$ cat config.mk
export PLATFORM = sky130hd
export DESIGN_NAME = fetch_unit
export DESIGN_NICKNAME = d
export VERILOG_FILES = /design/src/rtl/mcu_pkg.sv /design/src/rtl/prog_mem.sv /design/src/rtl/fetch_unit.sv
export SDC_FILE = /design/constraint.sdc
export NUM_CORES = 2
export LEC_CHECK = 0
export BUFFER_PORTS_ARGS = -buffer_cell sky130_fd_sc_hd__buf_4
export CAP_MARGIN = 20
export CORE_ASPECT_RATIO = 0.9
export CORE_MARGIN = 2
export CORE_UTILIZATION = 44
export CTS_CLUSTER_SIZE = 20
export DETAILED_ROUTE_END_ITERATION = 8
export PLACE_DENSITY = 0.69
export SLEW_MARGIN = 20
export SYNTH_ARGS = -nofsm -noshare
export SYNTH_HDL_FRONTEND = slang
export SYNTH_HIERARCHICAL = 1
export SYNTH_SLANG_ARGS = --single-unit
$ cat constraint.sdc
create_clock -name clk -period 5.7 [get_ports clk]
set_input_delay 0.57 -clock clk [delete_from_list [all_inputs] [get_ports clk]]
set_output_delay 0.57 -clock clk [all_outputs]
set_load 0.1 [all_outputs]
$ cat src/rtl/mcu_pkg.sv
// Shared definitions for the microcontroller core: widths, opcodes and the
// fetch-side loader state encoding.
package mcu_pkg;

    localparam int unsigned PC_W    = 8;
    localparam int unsigned INSTR_W = 8;

    localparam logic [3:0] NOP   = 4'h0;
    localparam logic [3:0] ADD   = 4'h1;
    localparam logic [3:0] SUB   = 4'h2;
    localparam logic [3:0] NOR   = 4'h3;
    localparam logic [3:0] MOVRA = 4'h4;
    localparam logic [3:0] MOVAR = 4'h5;
    localparam logic [3:0] JZR   = 4'h6;
    localparam logic [3:0] JZI   = 4'h7;
    localparam logic [3:0] JCR   = 4'h8;
    localparam logic [3:0] JCI   = 4'hA;
    localparam logic [3:0] SHL   = 4'hB;
    localparam logic [3:0] SHR   = 4'hC;
    localparam logic [3:0] LDIMM = 4'hD;
    localparam logic [3:0] HALT  = 4'hF;

    localparam logic [INSTR_W-1:0] NOP_WORD = 8'h00;

    typedef enum logic [1:0] {
        StRun,
        StLoad,
        StFlush
    } ld_state_e;

endpackage

$ cat src/rtl/prog_mem.sv
// Program memory: one synchronous write port, one combinational read port.
// Contents are deliberately not reset.
module prog_mem #(
    parameter int unsigned ADDR_W = 8,
    parameter int unsigned DEPTH  = 256,
    parameter int unsigned DATA_W = 8
) (
    input  logic              clk,
    input  logic              we,
    input  logic [ADDR_W-1:0] waddr,
    input  logic [DATA_W-1:0] wdata,
    input  logic [ADDR_W-1:0] raddr,
    output logic [DATA_W-1:0] rdata
);

    logic [DATA_W-1:0] mem [DEPTH];

    always_ff @(posedge clk) begin
        if (we) begin
            mem[waddr] <= wdata;
        end
    end

    assign rdata = mem[raddr];

endmodule

$ cat src/rtl/fetch_unit.sv
// Instruction fetch: program counter, instruction register and a loader FSM that
// refills program memory from a valid/ready byte stream while the core is stalled.
module fetch_unit #(
    parameter int unsigned PC_W    = mcu_pkg::PC_W,
    parameter int unsigned DEPTH   = 2 ** PC_W,
    parameter int unsigned INSTR_W = mcu_pkg::INSTR_W
) (
    input  logic               clk,
    input  logic               clb,
    input  logic               incPC,
    input  logic               loadPC,
    input  logic               selPC,
    input  logic               loadIR,
    input  logic [PC_W-1:0]    rs_data,
    input  logic               load_start,
    input  logic               load_end,
    input  logic               ld_valid,
    input  logic [INSTR_W-1:0] ld_data,
    output logic               ld_ready,
    output logic [PC_W-1:0]    pc,
    output logic [3:0]         opcode,
    output logic [3:0]         operand,
    output logic               busy,
    output logic [PC_W:0]      ld_count
);

    import mcu_pkg::*;

    localparam int unsigned CNT_W = PC_W + 1;

    ld_state_e          state_q, state_d;
    logic [PC_W-1:0]    pc_q, pc_d;
    logic [INSTR_W-1:0] ir_q, ir_d;
    logic [PC_W-1:0]    wr_addr_q, wr_addr_d;
    logic [CNT_W-1:0]   ld_count_q, ld_count_d;
    logic               mem_we;
    logic [INSTR_W-1:0] mem_rdata;

    prog_mem #(
        .ADDR_W (PC_W),
        .DEPTH  (DEPTH),
        .DATA_W (INSTR_W)
    ) u_prog_mem (
        .clk   (clk),
        .we    (mem_we),
        .waddr (wr_addr_q),
        .wdata (ld_data),
        .raddr (pc_q),
        .rdata (mem_rdata)
    );

    always_ff @(posedge clk or posedge clb) begin
        if (clb) begin
            state_q    <= StRun;
            pc_q       <= '0;
            ir_q       <= NOP_WORD;
            wr_addr_q  <= '0;
            ld_count_q <= '0;
        end else begin
            state_q    <= state_d;
            pc_q       <= pc_d;
            ir_q       <= ir_d;
            wr_addr_q  <= wr_addr_d;
            ld_count_q <= ld_count_d;
        end
    end

    always_comb begin
        state_d    = state_q;
        pc_d       = pc_q;
        ir_d       = ir_q;
        wr_addr_d  = wr_addr_q;
        ld_count_d = ld_count_q;
        mem_we     = 1'b0;

        unique case (state_q)
            StRun: begin
                if (load_start) begin
                    state_d    = StLoad;
                    wr_addr_d  = '0;
                    ld_count_d = '0;
                    ir_d       = NOP_WORD;
                end else begin
                    if (loadIR) begin
                        ir_d = mem_rdata;
                    end
                    // Jump beats increment; the immediate form stays within the current page.
                    if (loadPC) begin
                        pc_d = selPC ? rs_data : {pc_q[PC_W-1:4], ir_q[3:0]};
                    end else if (incPC) begin
                        pc_d = pc_q + PC_W'(1);
                    end
                end
            end
            StLoad: begin
                if (ld_valid) begin
                    mem_we    = 1'b1;
                    wr_addr_d = wr_addr_q + PC_W'(1);
                    if (ld_count_q != CNT_W'(DEPTH)) begin
                        ld_count_d = ld_count_q + CNT_W'(1);
                    end
                end
                if (load_end || (ld_valid && (wr_addr_q == PC_W'(DEPTH - 1)))) begin
                    state_d = StFlush;
                end
            end
            StFlush: begin
                pc_d    = '0;
                ir_d    = NOP_WORD;
                state_d = StRun;
            end
            default: begin
                state_d = StRun;
            end
        endcase
    end

    assign ld_ready = (state_q == StLoad);
    assign busy     = (state_q != StRun);
    assign pc       = pc_q;
    assign opcode   = ir_q[INSTR_W-1:INSTR_W-4];
    assign operand  = ir_q[3:0];
    assign ld_count = ld_count_q;

endmodule
==> flow_metrics.tcl <==
set metrics [dict create \
    synth-simple-area-share_pct 3.18 \
    timing.final.crit_share_pct 80.4 \
    overflow 0 \
    ios 52 \
    synthAdderAreaFrac_pct 0.0615 \
    start_util_pct 44.4 \
    drtIter0Drc 5853 \
    chipWidth_um 457 \
    grtUsageTotal_pct 21.3 \
    max-clock-path-buffers 3 \
    synthArstFlopShare_pct 1.68 \
    ctsResizeCount 0 \
    dp_hpwl_um 124000 \
    ys_warn_count 6 \
    tightest_slew_ps 1230 \
    synth_compound_area_share_pct 3.73 \
    tns_ps 0 \
    clk_latency_ps 850 \
    yosys-top-cells-area "edfxtp_1 (76%), mux4_2 (13%), mux2i_1 (1.7%), nor2_1 (1.4%), a22oi_1 (1.2%)" \
    drt_pre_antenna_iters 6 \
    path_max_fanout 20 \
    reg2reg_depth 6 \
    synthDistinctLibCells 76 \
    p_int_mw 28.5 \
    hold_depth 3 \
    grt_pass1_vias 40100 \
    num_rows 149 \
    power_frac_seq_pct 41.7 \
    synth.area.mux_share_pct 14.4 \
    total_power_mw 41.6 \
    io_buffer_count 51 \
    power_frac_comb_pct 28.1 \
    fin_ws_ps 1120 \
    cp-end-kind "flop" \
    worst_setup_hold_path_clk_slew_ps 60 \
    maxCapViolations 0 \
    grt_pass1_wl_um 290000 \
    max_slew_margin_pct 16.9 \
    outcome "finished clean" \
    ys.flop_type "edfxtp_1" \
    netlist.top_cell.by_area "edfxtp_1" \
    yosysSeqAreaShare_pct 76.6 \
    path_class "reg2reg" \
    hold_viol 0 \
    drive_above_1_share_pct 22.3 \
    numCtsBuffers 197 \
    core_area_mm2 0.183 \
    syn_avg_cell_area_um2 20.7 \
    p_switching_mw 13.0 \
    period_needed_ps 4580 \
    min_path_type "in2reg" \
    hold-worst-slack_ps 53.0 \
    setup_viol 0 \
    netlist_instances 3928 \
    areaGrowthSynthToFinish_pct 11.4 \
    cts_tree "built" \
    place.gp.congestion 0.882 \
    ant_nets 0 \
    vias 41100 \
    finClkSkew_ps 38.0 \
    slew_viol_final 0 \
    antenna_found_initial 7 \
    synth_edf_count 2048 \
    drc 0 \
    worstHoldStart "load_end" \
    p_per_area_mw_per_mm2 459 \
    cts_sinks 2083 \
    p_sw_share_pct 31.4 \
    wl_um 202000 \
    power.share.clock_pct 30.2 \
    grt_max_degree 201 \
    startpoint "state_q[0]" \
    wl_per_cell_um 30.5 \
    dp.cells 6259 \
    clockRootBuffer "clkbuf_16" \
    fmax_mhz 218 \
    mappedNetlistArea_mm2 0.0814 \
    ir_drop_v 0.000469 \
    fin_nets 4073 \
    synth_common_cells "edfxtp_1 (2048), mux4_2 (454), nor2_1 (301)" \
    p_leak_nw 27.4 \
    synth.most_common_cell "edfxtp_1" \
    die_h_um 412 \
    syn-num-nets 3957 \
    rsz0062_at_grt "no" \
    synth_seq_cells 2083 \
    nFillCells 14600 \
    crit_required_ps 6150 \
    pre_cts_slack_ps 1320 \
    vias_per_cell 6.22 \
    synth_top_area_share_pct 75.6 \
    fin_cells 6618 \
    design.die.area_mm2 0.188 \
    synth_xor_area_share_pct 0.0861 \
    worstSetupStartpointType "flop" \
    synth_top_family_by_area "multiplexers" \
    r2r-start "state_q[0]" \
    arrival_ps 5040 \
    h-tree-depth 4 \
]
[layout by cell type, fill, tap and decap left out, types with 23 or more instances in the layout]
| cell | n |
|---|---|
| nor2b_1 | 29 |
| clkinv_1 | 44 |
| o221ai_1 | 46 |
| buf_4 | 129 |
| nor3_1 | 26 |
| nand2_1 | 47 |
| edfxtp_1 | 2048 |
| clkinv_2 | 38 |
| o22ai_1 | 29 |
| nand3_1 | 43 |
| mux2i_1 | 140 |
| dfrtp_1 | 30 |
| mux4_2 | 454 |
| clkbuf_1 | 34 |
| a21oi_1 | 104 |
| clkbuf_16 | 200 |
| a22oi_1 | 133 |
| nor2_1 | 293 |
| nor4_1 | 23 |
[worst max-delay path, stage by stage, from the launching register on]
cell	delay (ps)
dfrtp_1	810
nand2b_1	310
clkinv_1	270
and2_1	600
nand4_1	1040
buf_4	560
nor2_1	590
[per-layer routing]
| layer | part of all wire [%] | vias up | GRT usage [%] |
|---|---|---|---|
| met5 | 0.016 | - | 0 |
| met4 | 3.4 | 4 | 7.20 |
| met3 | 11 | 358 | 5.51 |
| met2 | 45 | 2438 | 31.6 |
| met1 | 40 | 21700 | 30.7 |
| li1 | - | 16700 | - |
[cell type report]
type	instances	area, um2	share of cell area (%)
Multi-Input combinational cell	1593	17600	19.4
Tap cell	2416	3020	3.33
Antenna cell	2	5.00	0.00552
Inverter	10	37.5	0.0414
Clock inverter	113	906	0.999
Timing Repair Buffer	159	1490	1.65
Sequential cell	2083	62400	68.8
Clock buffer	242	5240	5.78
[final timing paths]
check,endpoint,slack [ps]
worst max-delay path,u_prog_mem/mem[231][6],1120
worst min-delay path,state_q[1],50
worst max register to register,u_prog_mem/mem[231][6],1120
worst min register to register,ir_q[4],520
max in group asynchronous,pc[3],4500
min in group asynchronous,pc[5],500
[registers in the layout, summed over array words and instances, names as in the netlist]
signal,count
wr_addr_q,8
u_prog_mem/mem,2048
pc,8
state_q,2
ir_q,8
ld_count,9
[power by group through the flow]
stage          logic (mW)  clock network (mW)  registers, mW
2_1_floorplan        7.68                   0           17.7
3_3_place_gp         11.4                   0           17.6
3_5_place_dp         11.5                   0           17.6
4_1_cts              11.6                12.7           17.3
5_1_grt              12.1                13.4           17.3
6_report             11.7                12.6           17.3
[metrics by stage]
| step | utilization (%) | cell area, um2 |
|---|---|---|
| 3_3_place_gp | 46.0 | 84500 |
| 6_report | 49.4 | 90700 |
| 3_5_place_dp | 46.0 | 84500 |
| 2_1_floorplan | - | 81400 |
| 5_1_grt | 49.4 | 90700 |
| 4_1_cts | 49.4 | 90600 |
[kinds of logic (layout without fill, tap and decap cells)]
kind of cell | count (synthesis) | in the layout
AOI/OAI and AO/OA | 427 | 427
xor gates and xnor gates | 8 | 8
adders and majority gates | 4 | 4
buffers and inverters | 252 | 524
DFF | 2083 | 2083
muxes | 601 | 601
other | 0 | 2
and+or+nand+nor | 553 | 553
[what timing repair did]
| item | CTS | global route |
|---|---|---|
| hold buffers | 2 | 0 |
| buffers inserted | 0 | 0 |
| hold endpoints to repair | 36 | 0 |
(Power assumes the default switching activity.)
